--- config.mk ---
export PLATFORM = sky130hd
export DESIGN_NAME = decode_rename_flat
export DESIGN_NICKNAME = d
export VERILOG_FILES = /design/src/rtl/rename_pkg.sv /design/src/rtl/decode_rename_if.sv /design/src/rtl/rename_free_list.sv /design/src/rtl/decode_rename.sv /design/src/flat_wrapper.sv
export SDC_FILE = /design/constraint.sdc
export NUM_CORES = 1
export LEC_CHECK = 0
export CAP_MARGIN = 20
export CORE_ASPECT_RATIO = 0.8
export CORE_MARGIN = 5
export CORE_UTILIZATION = 35
export CTS_CLUSTER_DIAMETER = 200
export DETAILED_ROUTE_END_ITERATION = 10
export GPL_ROUTABILITY_DRIVEN = 0
export PLACE_DENSITY = 0.48
export SYNTH_ARGS = -nofsm -noshare
export SYNTH_HDL_FRONTEND = slang
export SYNTH_SLANG_ARGS = --single-unit
--- constraint.sdc ---
create_clock -name clk -period 4.66 [get_ports clk]
set_clock_uncertainty 0.1 [all_clocks]
set_input_delay 0.466 -clock clk [delete_from_list [all_inputs] [get_ports clk]]
set_output_delay 0.466 -clock clk [all_outputs]
set_load 0.02 [all_outputs]
--- src/rtl/rename_pkg.sv ---
// rename_pkg: shared types and constants for decode_rename.
// Optional macro FREE_COUNT_PORT_EN is handled in decode_rename_if/decode_rename.
package rename_pkg;

  localparam int NUM_AREGS = 32;
  localparam int NUM_PREGS = 64;
  localparam int PREG_W    = 6;

  localparam logic [6:0] OPC_R  = 7'b0110011;
  localparam logic [6:0] OPC_I  = 7'b0010011;
  localparam logic [6:0] OPC_LW = 7'b0000011;
  localparam logic [6:0] OPC_SW = 7'b0100011;

  typedef enum logic [2:0] {
    OP_ADD  = 3'd0,
    OP_SUB  = 3'd1,
    OP_ADDI = 3'd2,
    OP_XOR  = 3'd3,
    OP_ANDI = 3'd4,
    OP_SRA  = 3'd5,
    OP_LW   = 3'd6,
    OP_SW   = 3'd7
  } op_e;

  typedef struct packed {
    logic [6:0]        opcode;
    op_e               op;
    logic [4:0]        rs1;
    logic [4:0]        rs2;
    logic [4:0]        rd;
    logic [31:0]       imm;
    logic [PREG_W-1:0] ps1;
    logic [PREG_W-1:0] ps2;
    logic [PREG_W-1:0] pd;
    logic [PREG_W-1:0] old_pd;
    logic              has_rd;
    logic              illegal;
  } ren_t;

endpackage

--- src/rtl/decode_rename_if.sv ---
// decode_rename_if: fetch/retire inputs and dispatch outputs of decode_rename.
// FREE_COUNT_PORT_EN adds the free_count signal.
interface decode_rename_if;
  import rename_pkg::*;

  logic              in_valid;
  logic [31:0]       instr;
  logic              in_ready;
  logic              free_valid;
  logic [PREG_W-1:0] free_preg;
  logic              out_valid;
  logic [6:0]        opcode;
  logic [2:0]        op;
  logic [4:0]        rs1;
  logic [4:0]        rs2;
  logic [4:0]        rd;
  logic [31:0]       imm;
  logic [PREG_W-1:0] ps1;
  logic [PREG_W-1:0] ps2;
  logic [PREG_W-1:0] pd;
  logic [PREG_W-1:0] old_pd;
  logic              has_rd;
  logic              illegal;
`ifdef FREE_COUNT_PORT_EN
  logic [6:0]        free_count;
`endif

  modport master (
    output in_valid, instr, free_valid, free_preg,
    input  in_ready, out_valid, opcode, op,
    input  rs1, rs2, rd, imm,
    input  ps1, ps2, pd, old_pd,
`ifdef FREE_COUNT_PORT_EN
    input  free_count,
`endif
    input  has_rd, illegal
  );

  modport slave (
    input  in_valid, instr, free_valid, free_preg,
    output in_ready, out_valid, opcode, op,
    output rs1, rs2, rd, imm,
    output ps1, ps2, pd, old_pd,
`ifdef FREE_COUNT_PORT_EN
    output free_count,
`endif
    output has_rd, illegal
  );

endinterface

--- src/rtl/rename_free_list.sv ---
// rename_free_list: 32-entry circular FIFO of free physical tags.
// Resets holding tags 32..63; a push into a full list is dropped.
module rename_free_list
  import rename_pkg::*;
(
  input  logic              clk,
  input  logic              rst,
  input  logic              pop,
  input  logic              push,
  input  logic [PREG_W-1:0] push_tag,
  output logic [PREG_W-1:0] head_tag,
  output logic [6:0]        count
);

  logic [PREG_W-1:0] mem [32];
  logic [4:0]        head;
  logic [4:0]        tail;
  logic              push_ok;

  assign push_ok  = push && (count != 7'd32);
  assign head_tag = mem[head];

  // Storage, pointers and occupancy; pop and push may coincide.
  always_ff @(posedge clk) begin
    if (rst) begin
      for (int i = 0; i < 32; i++)
        mem[i] <= PREG_W'(32 + i);
      head  <= '0;
      tail  <= '0;
      count <= 7'd32;
    end else begin
      if (push_ok) begin
        mem[tail] <= push_tag;
        tail      <= tail + 5'd1;
      end
      if (pop)
        head <= head + 5'd1;
      count <= count + {6'd0, push_ok} - {6'd0, pop};
    end
  end

endmodule

--- src/rtl/decode_rename.sv ---
// decode_rename: RV32 subset decode plus RAT rename with free list.
// Define FREE_COUNT_PORT_EN to expose the free-list count on the bus.
module decode_rename
  import rename_pkg::*;
(
  input logic           clk,
  input logic           rst,
  decode_rename_if.slave bus
);

  logic [PREG_W-1:0] rat [NUM_AREGS];
  logic [PREG_W-1:0] head_tag;
  logic [6:0]        count;
  logic              accept;
  logic              legal;
  logic              wr;
  op_e               op;
  logic [31:0]       imm;
  logic [6:0]        opc;
  logic [2:0]        f3;
  logic [6:0]        f7;
  logic [4:0]        rs1;
  logic [4:0]        rs2;
  logic [4:0]        rd;
  logic [31:0]       i_imm;
  logic [31:0]       s_imm;
  ren_t              nxt;
  ren_t              q;
  logic              out_v;

  assign opc   = bus.instr[6:0];
  assign rd    = bus.instr[11:7];
  assign f3    = bus.instr[14:12];
  assign rs1   = bus.instr[19:15];
  assign rs2   = bus.instr[24:20];
  assign f7    = bus.instr[31:25];
  assign i_imm = {{20{bus.instr[31]}}, bus.instr[31:20]};
  assign s_imm = {{20{bus.instr[31]}}, f7, rd};

  assign bus.in_ready = (count != 7'd0);
  assign accept       = bus.in_valid && bus.in_ready;
  assign wr           = legal && (op != OP_SW) && (rd != 5'd0);

  // Classify the instruction and pick its immediate.
  always_comb begin
    legal = 1'b0;
    op    = OP_ADD;
    imm   = '0;
    unique case (1'b1)
      (opc == OPC_R && f7 == 7'h00 && f3 == 3'b000): begin
        legal = 1'b1; op = OP_ADD;
      end
      (opc == OPC_R && f7 == 7'h20 && f3 == 3'b000): begin
        legal = 1'b1; op = OP_SUB;
      end
      (opc == OPC_R && f7 == 7'h00 && f3 == 3'b100): begin
        legal = 1'b1; op = OP_XOR;
      end
      (opc == OPC_R && f7 == 7'h20 && f3 == 3'b101): begin
        legal = 1'b1; op = OP_SRA;
      end
      (opc == OPC_I && f3 == 3'b000): begin
        legal = 1'b1; op = OP_ADDI; imm = i_imm;
      end
      (opc == OPC_I && f3 == 3'b111): begin
        legal = 1'b1; op = OP_ANDI; imm = i_imm;
      end
      (opc == OPC_LW && f3 == 3'b010): begin
        legal = 1'b1; op = OP_LW; imm = i_imm;
      end
      (opc == OPC_SW && f3 == 3'b010): begin
        legal = 1'b1; op = OP_SW; imm = s_imm;
      end
      default: ;
    endcase
  end

  // Sources read the RAT before this instruction's own update.
  always_comb begin
    nxt         = '0;
    nxt.opcode  = opc;
    nxt.op      = op;
    nxt.rs1     = rs1;
    nxt.rs2     = rs2;
    nxt.rd      = rd;
    nxt.imm     = imm;
    nxt.ps1     = rat[rs1];
    nxt.ps2     = rat[rs2];
    nxt.has_rd  = wr;
    nxt.illegal = !legal;
    if (wr) begin
      nxt.pd     = head_tag;
      nxt.old_pd = rat[rd];
    end
  end

  rename_free_list u_fl (
    .clk      (clk),
    .rst      (rst),
    .pop      (accept && wr),
    .push     (bus.free_valid),
    .push_tag (bus.free_preg),
    .head_tag (head_tag),
    .count    (count)
  );

  // RAT: identity at reset; x0 is never written since wr needs rd != 0.
  always_ff @(posedge clk) begin
    if (rst) begin
      for (int i = 0; i < NUM_AREGS; i++)
        rat[i] <= PREG_W'(i);
    end else if (accept && wr) begin
      rat[rd] <= head_tag;
    end
  end

  // Output register; valid pulses for one cycle per accepted word.
  always_ff @(posedge clk) begin
    if (rst) begin
      out_v <= 1'b0;
      q     <= '0;
    end else begin
      out_v <= accept;
      if (accept)
        q <= nxt;
    end
  end

  assign bus.out_valid = out_v;
  assign bus.opcode    = q.opcode;
  assign bus.op        = q.op;
  assign bus.rs1       = q.rs1;
  assign bus.rs2       = q.rs2;
  assign bus.rd        = q.rd;
  assign bus.imm       = q.imm;
  assign bus.ps1       = q.ps1;
  assign bus.ps2       = q.ps2;
  assign bus.pd        = q.pd;
  assign bus.old_pd    = q.old_pd;
  assign bus.has_rd    = q.has_rd;
  assign bus.illegal   = q.illegal;
`ifdef FREE_COUNT_PORT_EN
  assign bus.free_count = count;
`endif

endmodule

--- src/flat_wrapper.sv ---
// flat-port wrapper written by rule: the top's interface ports become plain ports
module decode_rename_flat import rename_pkg::*;
  (clk, rst, bus_in_valid, bus_instr, bus_free_valid, bus_free_preg, bus_in_ready, bus_out_valid, bus_opcode, bus_op, bus_rs1, bus_rs2, bus_rd, bus_imm, bus_ps1, bus_ps2, bus_pd, bus_old_pd, bus_has_rd, bus_illegal);
  decode_rename_if bus_i ();
  input logic clk;
  input logic rst;
  input wire logic [$bits(bus_i.in_valid)-1:0] bus_in_valid;
  input wire logic [$bits(bus_i.instr)-1:0] bus_instr;
  input wire logic [$bits(bus_i.free_valid)-1:0] bus_free_valid;
  input wire logic [$bits(bus_i.free_preg)-1:0] bus_free_preg;
  output wire logic [$bits(bus_i.in_ready)-1:0] bus_in_ready;
  output wire logic [$bits(bus_i.out_valid)-1:0] bus_out_valid;
  output wire logic [$bits(bus_i.opcode)-1:0] bus_opcode;
  output wire logic [$bits(bus_i.op)-1:0] bus_op;
  output wire logic [$bits(bus_i.rs1)-1:0] bus_rs1;
  output wire logic [$bits(bus_i.rs2)-1:0] bus_rs2;
  output wire logic [$bits(bus_i.rd)-1:0] bus_rd;
  output wire logic [$bits(bus_i.imm)-1:0] bus_imm;
  output wire logic [$bits(bus_i.ps1)-1:0] bus_ps1;
  output wire logic [$bits(bus_i.ps2)-1:0] bus_ps2;
  output wire logic [$bits(bus_i.pd)-1:0] bus_pd;
  output wire logic [$bits(bus_i.old_pd)-1:0] bus_old_pd;
  output wire logic [$bits(bus_i.has_rd)-1:0] bus_has_rd;
  output wire logic [$bits(bus_i.illegal)-1:0] bus_illegal;
  assign bus_i.in_valid = bus_in_valid;
  assign bus_i.instr = bus_instr;
  assign bus_i.free_valid = bus_free_valid;
  assign bus_i.free_preg = bus_free_preg;
  assign bus_in_ready = bus_i.in_ready;
  assign bus_out_valid = bus_i.out_valid;
  assign bus_opcode = bus_i.opcode;
  assign bus_op = bus_i.op;
  assign bus_rs1 = bus_i.rs1;
  assign bus_rs2 = bus_i.rs2;
  assign bus_rd = bus_i.rd;
  assign bus_imm = bus_i.imm;
  assign bus_ps1 = bus_i.ps1;
  assign bus_ps2 = bus_i.ps2;
  assign bus_pd = bus_i.pd;
  assign bus_old_pd = bus_i.old_pd;
  assign bus_has_rd = bus_i.has_rd;
  assign bus_illegal = bus_i.illegal;
  decode_rename u_core (.clk(clk), .rst(rst), .bus(bus_i));
endmodule
==> metrics.txt <==
# TYPE chip_impl_metric gauge
chip_impl_metric{name="period_minus_slack",unit="ns"} 3.62
chip_impl_metric{name="post-route-period-util",unit="%"} 77.7
chip_impl_metric{name="leakage",unit="nW"} 8.69
chip_impl_metric{name="finalHoldViolCount",unit=""} 0
chip_impl_metric{name="cts_htree_levels",unit=""} 2
chip_impl_metric{name="async_reset_ff_share",unit="%"} 0
chip_impl_metric{name="io_buffers",unit=""} 126
chip_impl_metric{name="fraction_of_power_consumed_by_combinational_cells",unit="%"} 15.3
chip_impl_metric{name="antenna_violations_before_repair",unit=""} 1
chip_impl_metric{name="syn2layout_area_growth",unit="%"} 15.2
chip_impl_metric{name="synth-seq-cells",unit=""} 470
chip_impl_metric{name="global_route.overflow_total",unit=""} 0
chip_impl_info{name="rsz0062_at_grt",value="no"} 1
chip_impl_metric{name="drt_wl_cell",unit="microns"} 28.8
chip_impl_metric{name="grt_use_total",unit="%"} 23.1
chip_impl_metric{name="die_w",unit="microns"} 308
chip_impl_metric{name="n_antenna_cell",unit=""} 0
chip_impl_info{name="worstSetupStartpointType",value="flip-flop"} 1
chip_impl_metric{name="clk_transition_reported_paths",unit="ns"} 0.06
chip_impl_metric{name="final_critical_path_setup_slack",unit="ns"} 1.04
chip_impl_metric{name="cp_max_fo",unit=""} 4
chip_impl_metric{name="fraction_of_power_spent_switching_nets",unit="%"} 28.1
chip_impl_info{name="run_status",value="finished clean"} 1
chip_impl_metric{name="power.net_switching",unit="mW"} 2.92
chip_impl_metric{name="fin_tns_setup",unit="ns"} 0
chip_impl_metric{name="r2r_slack",unit="ns"} 1.04
chip_impl_metric{name="insertion_delay",unit="ns"} 0.61
chip_impl_metric{name="routed_via_density",unit=""} 6.01
chip_impl_metric{name="grt_pass1_vias",unit=""} 17800
chip_impl_metric{name="seqPwrFrac",unit="%"} 46.2
chip_impl_metric{name="timing.slew.headroom",unit="%"} 18.6
chip_impl_metric{name="internal_power",unit="mW"} 7.48
chip_impl_metric{name="synth.lib_cells_used.distinct",unit=""} 67
chip_impl_metric{name="cts_buffers",unit=""} 54
chip_impl_metric{name="detailedPlace.worstSlack",unit="ns"} 0.606
chip_impl_metric{name="number_of_nets_in_the_layout",unit=""} 2233
chip_impl_metric{name="syn_area_per_cell",unit="sq um"} 11.6
chip_impl_info{name="endpoint_of_the_lowest_slack_register_to_register_path",value="u_core.u_fl.count[6]$_SDFF_PP0_"} 1
chip_impl_metric{name="detail_route.iter0.violations",unit=""} 2489
chip_impl_metric{name="dp_hpwl",unit="microns"} 64300
chip_impl_metric{name="placed_area",unit="sq mm"} 0.0269
chip_impl_metric{name="critical_path_required",unit="ns"} 5.08
chip_impl_metric{name="clock_tree.buffer_depth",unit=""} 3
chip_impl_metric{name="clock-sinks",unit=""} 470
chip_impl_metric{name="synthesis.yosys.warnings",unit=""} 0
chip_impl_metric{name="core",unit="sq mm"} 0.0703
chip_impl_metric{name="finalSetupViolCount",unit=""} 0
chip_impl_metric{name="floorplan.die.height",unit="microns"} 248
chip_impl_metric{name="number_of_enable_flip_flop_cells_after_synthesis",unit=""} 384
chip_impl_info{name="tritoncts",value="done"} 1
chip_impl_metric{name="start_util",unit="%"} 35.3
chip_impl_metric{name="die_area",unit="sq mm"} 0.0763
chip_impl_info{name="holdCritPathClass",value="in2reg"} 1
chip_impl_metric{name="cts-hold-fix-buffers",unit=""} 0
chip_impl_metric{name="max_slew.worst_pin.slew",unit="ns"} 1.21
chip_impl_metric{name="fraction_of_layout_cells_with_a_size_suffix_above_1",unit="%"} 14.6
chip_impl_info{name="most_used_flip_flop_cell_after_synthesis",value="sky130_fd_sc_hd__edfxtp_1"} 1
chip_impl_metric{name="layout.cell_area.non_filler",unit="sq mm"} 0.0286
chip_impl_info{name="worst_setup_path_endpoint",value="u_core.u_fl.count[6]$_SDFF_PP0_"} 1
chip_impl_metric{name="timing.fmax",unit="MHz"} 276
chip_impl_metric{name="ys_seq_area_share",unit="%"} 53.5
chip_impl_metric{name="ant_nets",unit=""} 0
chip_impl_metric{name="drc_errors",unit=""} 0
chip_impl_info{name="r2r-start",value="u_core.u_fl.count[2]$_SDFF_PP0_"} 1
chip_impl_info{name="most-common-layout-cells",value="sky130_fd_sc_hd__edfxtp_1 (384), sky130_fd_sc_hd__nand2_1 (188), sky130_fd_sc_hd__mux2i_1 (177)"} 1
chip_impl_metric{name="grt_start_max_net_pins",unit=""} 118
chip_impl_info{name="critPathLaunch",value="u_core.u_fl.count[2]$_SDFF_PP0_"} 1
chip_impl_metric{name="std_cell_rows",unit=""} 87
chip_impl_metric{name="via_count",unit=""} 18900
chip_impl_metric{name="floorplan.io_pins",unit=""} 127
chip_impl_info{name="worstSetupEndpointType",value="flip-flop"} 1
chip_impl_metric{name="drt-total-wl",unit="microns"} 90700
chip_impl_metric{name="power.clock.fraction",unit="%"} 38.5
chip_impl_metric{name="peak_vdd_ir",unit="mV"} 0.265
chip_impl_metric{name="post_cts_resize_count",unit=""} 0
chip_impl_metric{name="power_per_cell_area",unit="mW/mm^2"} 364
chip_impl_metric{name="worstPathArrival",unit="ns"} 4.04
chip_impl_metric{name="syn_std_cell_area",unit="sq mm"} 0.0248
chip_impl_info{name="layout.cells.most_common",value="sky130_fd_sc_hd__edfxtp_1"} 1
chip_impl_info{name="clockRootBuffer",value="sky130_fd_sc_hd__clkbuf_16"} 1
chip_impl_metric{name="netlist_instances",unit=""} 2130
chip_impl_metric{name="drv.max_cap_violation_count",unit=""} 0
chip_impl_metric{name="count_of_pins_over_their_slew_limit",unit=""} 0
chip_impl_metric{name="wire_length_of_the_first_global_routing_pass",unit="microns"} 129000
chip_impl_info{name="worstSetupPathType",value="reg2reg"} 1
chip_impl_metric{name="post-cts-setup-buffers",unit=""} 0
chip_impl_metric{name="drtPass1Iterations",unit=""} 6
chip_impl_metric{name="reg2reg_depth",unit=""} 16
-- cell usage after synthesis, drive strengths merged (3+ instances only) --
library cell,n,area [sq um]
a211oi,19,143
a21boi,3,22.5
a21oi,64,320
a221oi,9,78.8
a222oi,4,40.0
a22o,9,78.8
a22oi,80,601
a31oi,5,31.3
and2,53,332
and3,4,25.0
buf,87,498
clkbuf,134,503
dfxtp,86,1720
edfxtp,384,11500
ha,15,188
inv,19,71.3
mux2,19,214
mux2i,177,1770
mux4,91,2050
nand2,189,709
nand2b,14,87.6
nand3,89,445
nand3b,8,60.1
nand4,12,75.1
nand4bb,4,45.0
nor2,159,602
nor2b,25,156
nor3,104,601
nor3b,7,52.6
nor4,8,50.1
nor4b,3,45.0
o2111ai,3,26.3
o21ai,56,280
o221ai,4,35.0
o22ai,38,238
o31ai,3,22.5
or2,13,81.3
or3,89,557
or3b,4,35.0
or4,7,56.3
xnor2,6,52.6
xor2,6,52.6
-- power by group through the flow --
stage          logic, mW  clock network, mW  registers (mW)
2_1_floorplan      0.890                  0            4.89
3_3_place_gp        1.56                  0            4.88
3_5_place_dp        1.56                  0            4.88
4_1_cts             1.57               4.08            4.80
5_1_grt             1.69               4.25            4.81
6_report            1.59               4.01            4.80
-- worst max-delay path: stages, from the launching register on --
cell and delay (ns):
sky130_fd_sc_hd__dfxtp_1 0.34, sky130_fd_sc_hd__inv_1 0.06, sky130_fd_sc_hd__ha_1 0.18, sky130_fd_sc_hd__nor4b_2 0.19, sky130_fd_sc_hd__a2111oi_2 0.58, sky130_fd_sc_hd__o311ai_4 0.22
sky130_fd_sc_hd__inv_2 0.10, sky130_fd_sc_hd__ha_1 0.12, sky130_fd_sc_hd__inv_1 0.04, sky130_fd_sc_hd__ha_1 0.20, sky130_fd_sc_hd__fa_1 0.44, sky130_fd_sc_hd__a21oi_1 0.15
sky130_fd_sc_hd__o21bai_1 0.11, sky130_fd_sc_hd__a21oi_1 0.16, sky130_fd_sc_hd__nor2_1 0.06, sky130_fd_sc_hd__or3_1 0.33, sky130_fd_sc_hd__a21oi_1 0.15
-- worst min path at each step --
| stage | start | end | slack [ns] | cells after the start |
|---|---|---|---|---|
| after floorplan | u_core.u_fl.head[1]$_SDFFE_PP0N_ | flip-flop | 0.37 | 2 |
| after global placement | u_core.bus.rs1[1]$_SDFFE_PP0P_ | u_core.bus.rs1[1]$_SDFFE_PP0P_ | 0.34 | 2 |
| after detailed placement | u_core.bus.rd[1]$_SDFFE_PP0P_ | u_core.bus.rd[1]$_SDFFE_PP0P_ | 0.35 | 2 |
| after CTS | rst | u_core.u_fl.count[2]$_SDFF_PP0_ | 0.26 | 2 |
| after global routing | rst | u_core.u_fl.count[4]$_SDFF_PP0_ | 0.28 | 2 |
| final | rst | u_core.u_fl.count[3]$_SDFF_PP0_ | 0.28 | 2 |
-- registers in the layout, summed over array words and instances (netlist names), named ones only --
name and cells:
u_core.bus.has_rd 1, u_core.u_fl.tail 5, u_core.u_fl.head 5, u_core.u_fl.count 7, u_core.bus.ps1 6, u_core.bus.old_pd 6
u_core.bus.ps2 6, u_core.bus.rs1 5, u_core.bus.rd 5, u_core.bus.pd 6, u_core.u_fl.mem 192, u_core.rat 192
u_core.bus.illegal 1, u_core.bus.out_valid 1, u_core.bus.op 3, u_core.bus.imm 12, u_core.bus.opcode 7, u_core.bus.rs2 5
-- through the flow --
step,hold WS [ns],instances,total power [mW],util (%)
3_3_place_gp,0.343,3053,6.44,38.3
3_5_place_dp,0.347,3053,6.45,38.3
6_report,0.284,3153,10.4,40.6
2_1_floorplan,0.368,2135,5.78,-
5_1_grt,0.276,3153,10.8,40.6
4_1_cts,0.255,3153,10.5,40.6
-- cell families after synthesis --
logic type	Yosys count	share of synthesized area, %
other cells	1	0.0151
buf+inv	240	4.33
fa+ha+maj	16	0.838
xor+xnor	12	0.424
compound gates	310	8.32
mux	287	16.3
flops	470	53.5
simple gates	794	16.3
-- cell type report --
type | count | area (sq um)
fill | 6712 | 41800
tap | 934 | 1170
timing repair buffer | 205 | 1900
clock inverter | 22 | 120
sequential | 470 | 13300
multi-input combinational | 1425 | 10500
inverter | 19 | 71.3
clock buffer | 78 | 1510
-- metal layers --
metal | GRT usage, % | part of all wire [%] | vias up
met5 | 0 | 0 | -
met4 | 4.76 | 1.9 | 0
met3 | 7.74 | 13 | 120
met2 | 31.0 | 39 | 1096
met1 | 35.9 | 46 | 9594
li1 | - | - | 8129
Power figures use the tool's default switching activity.
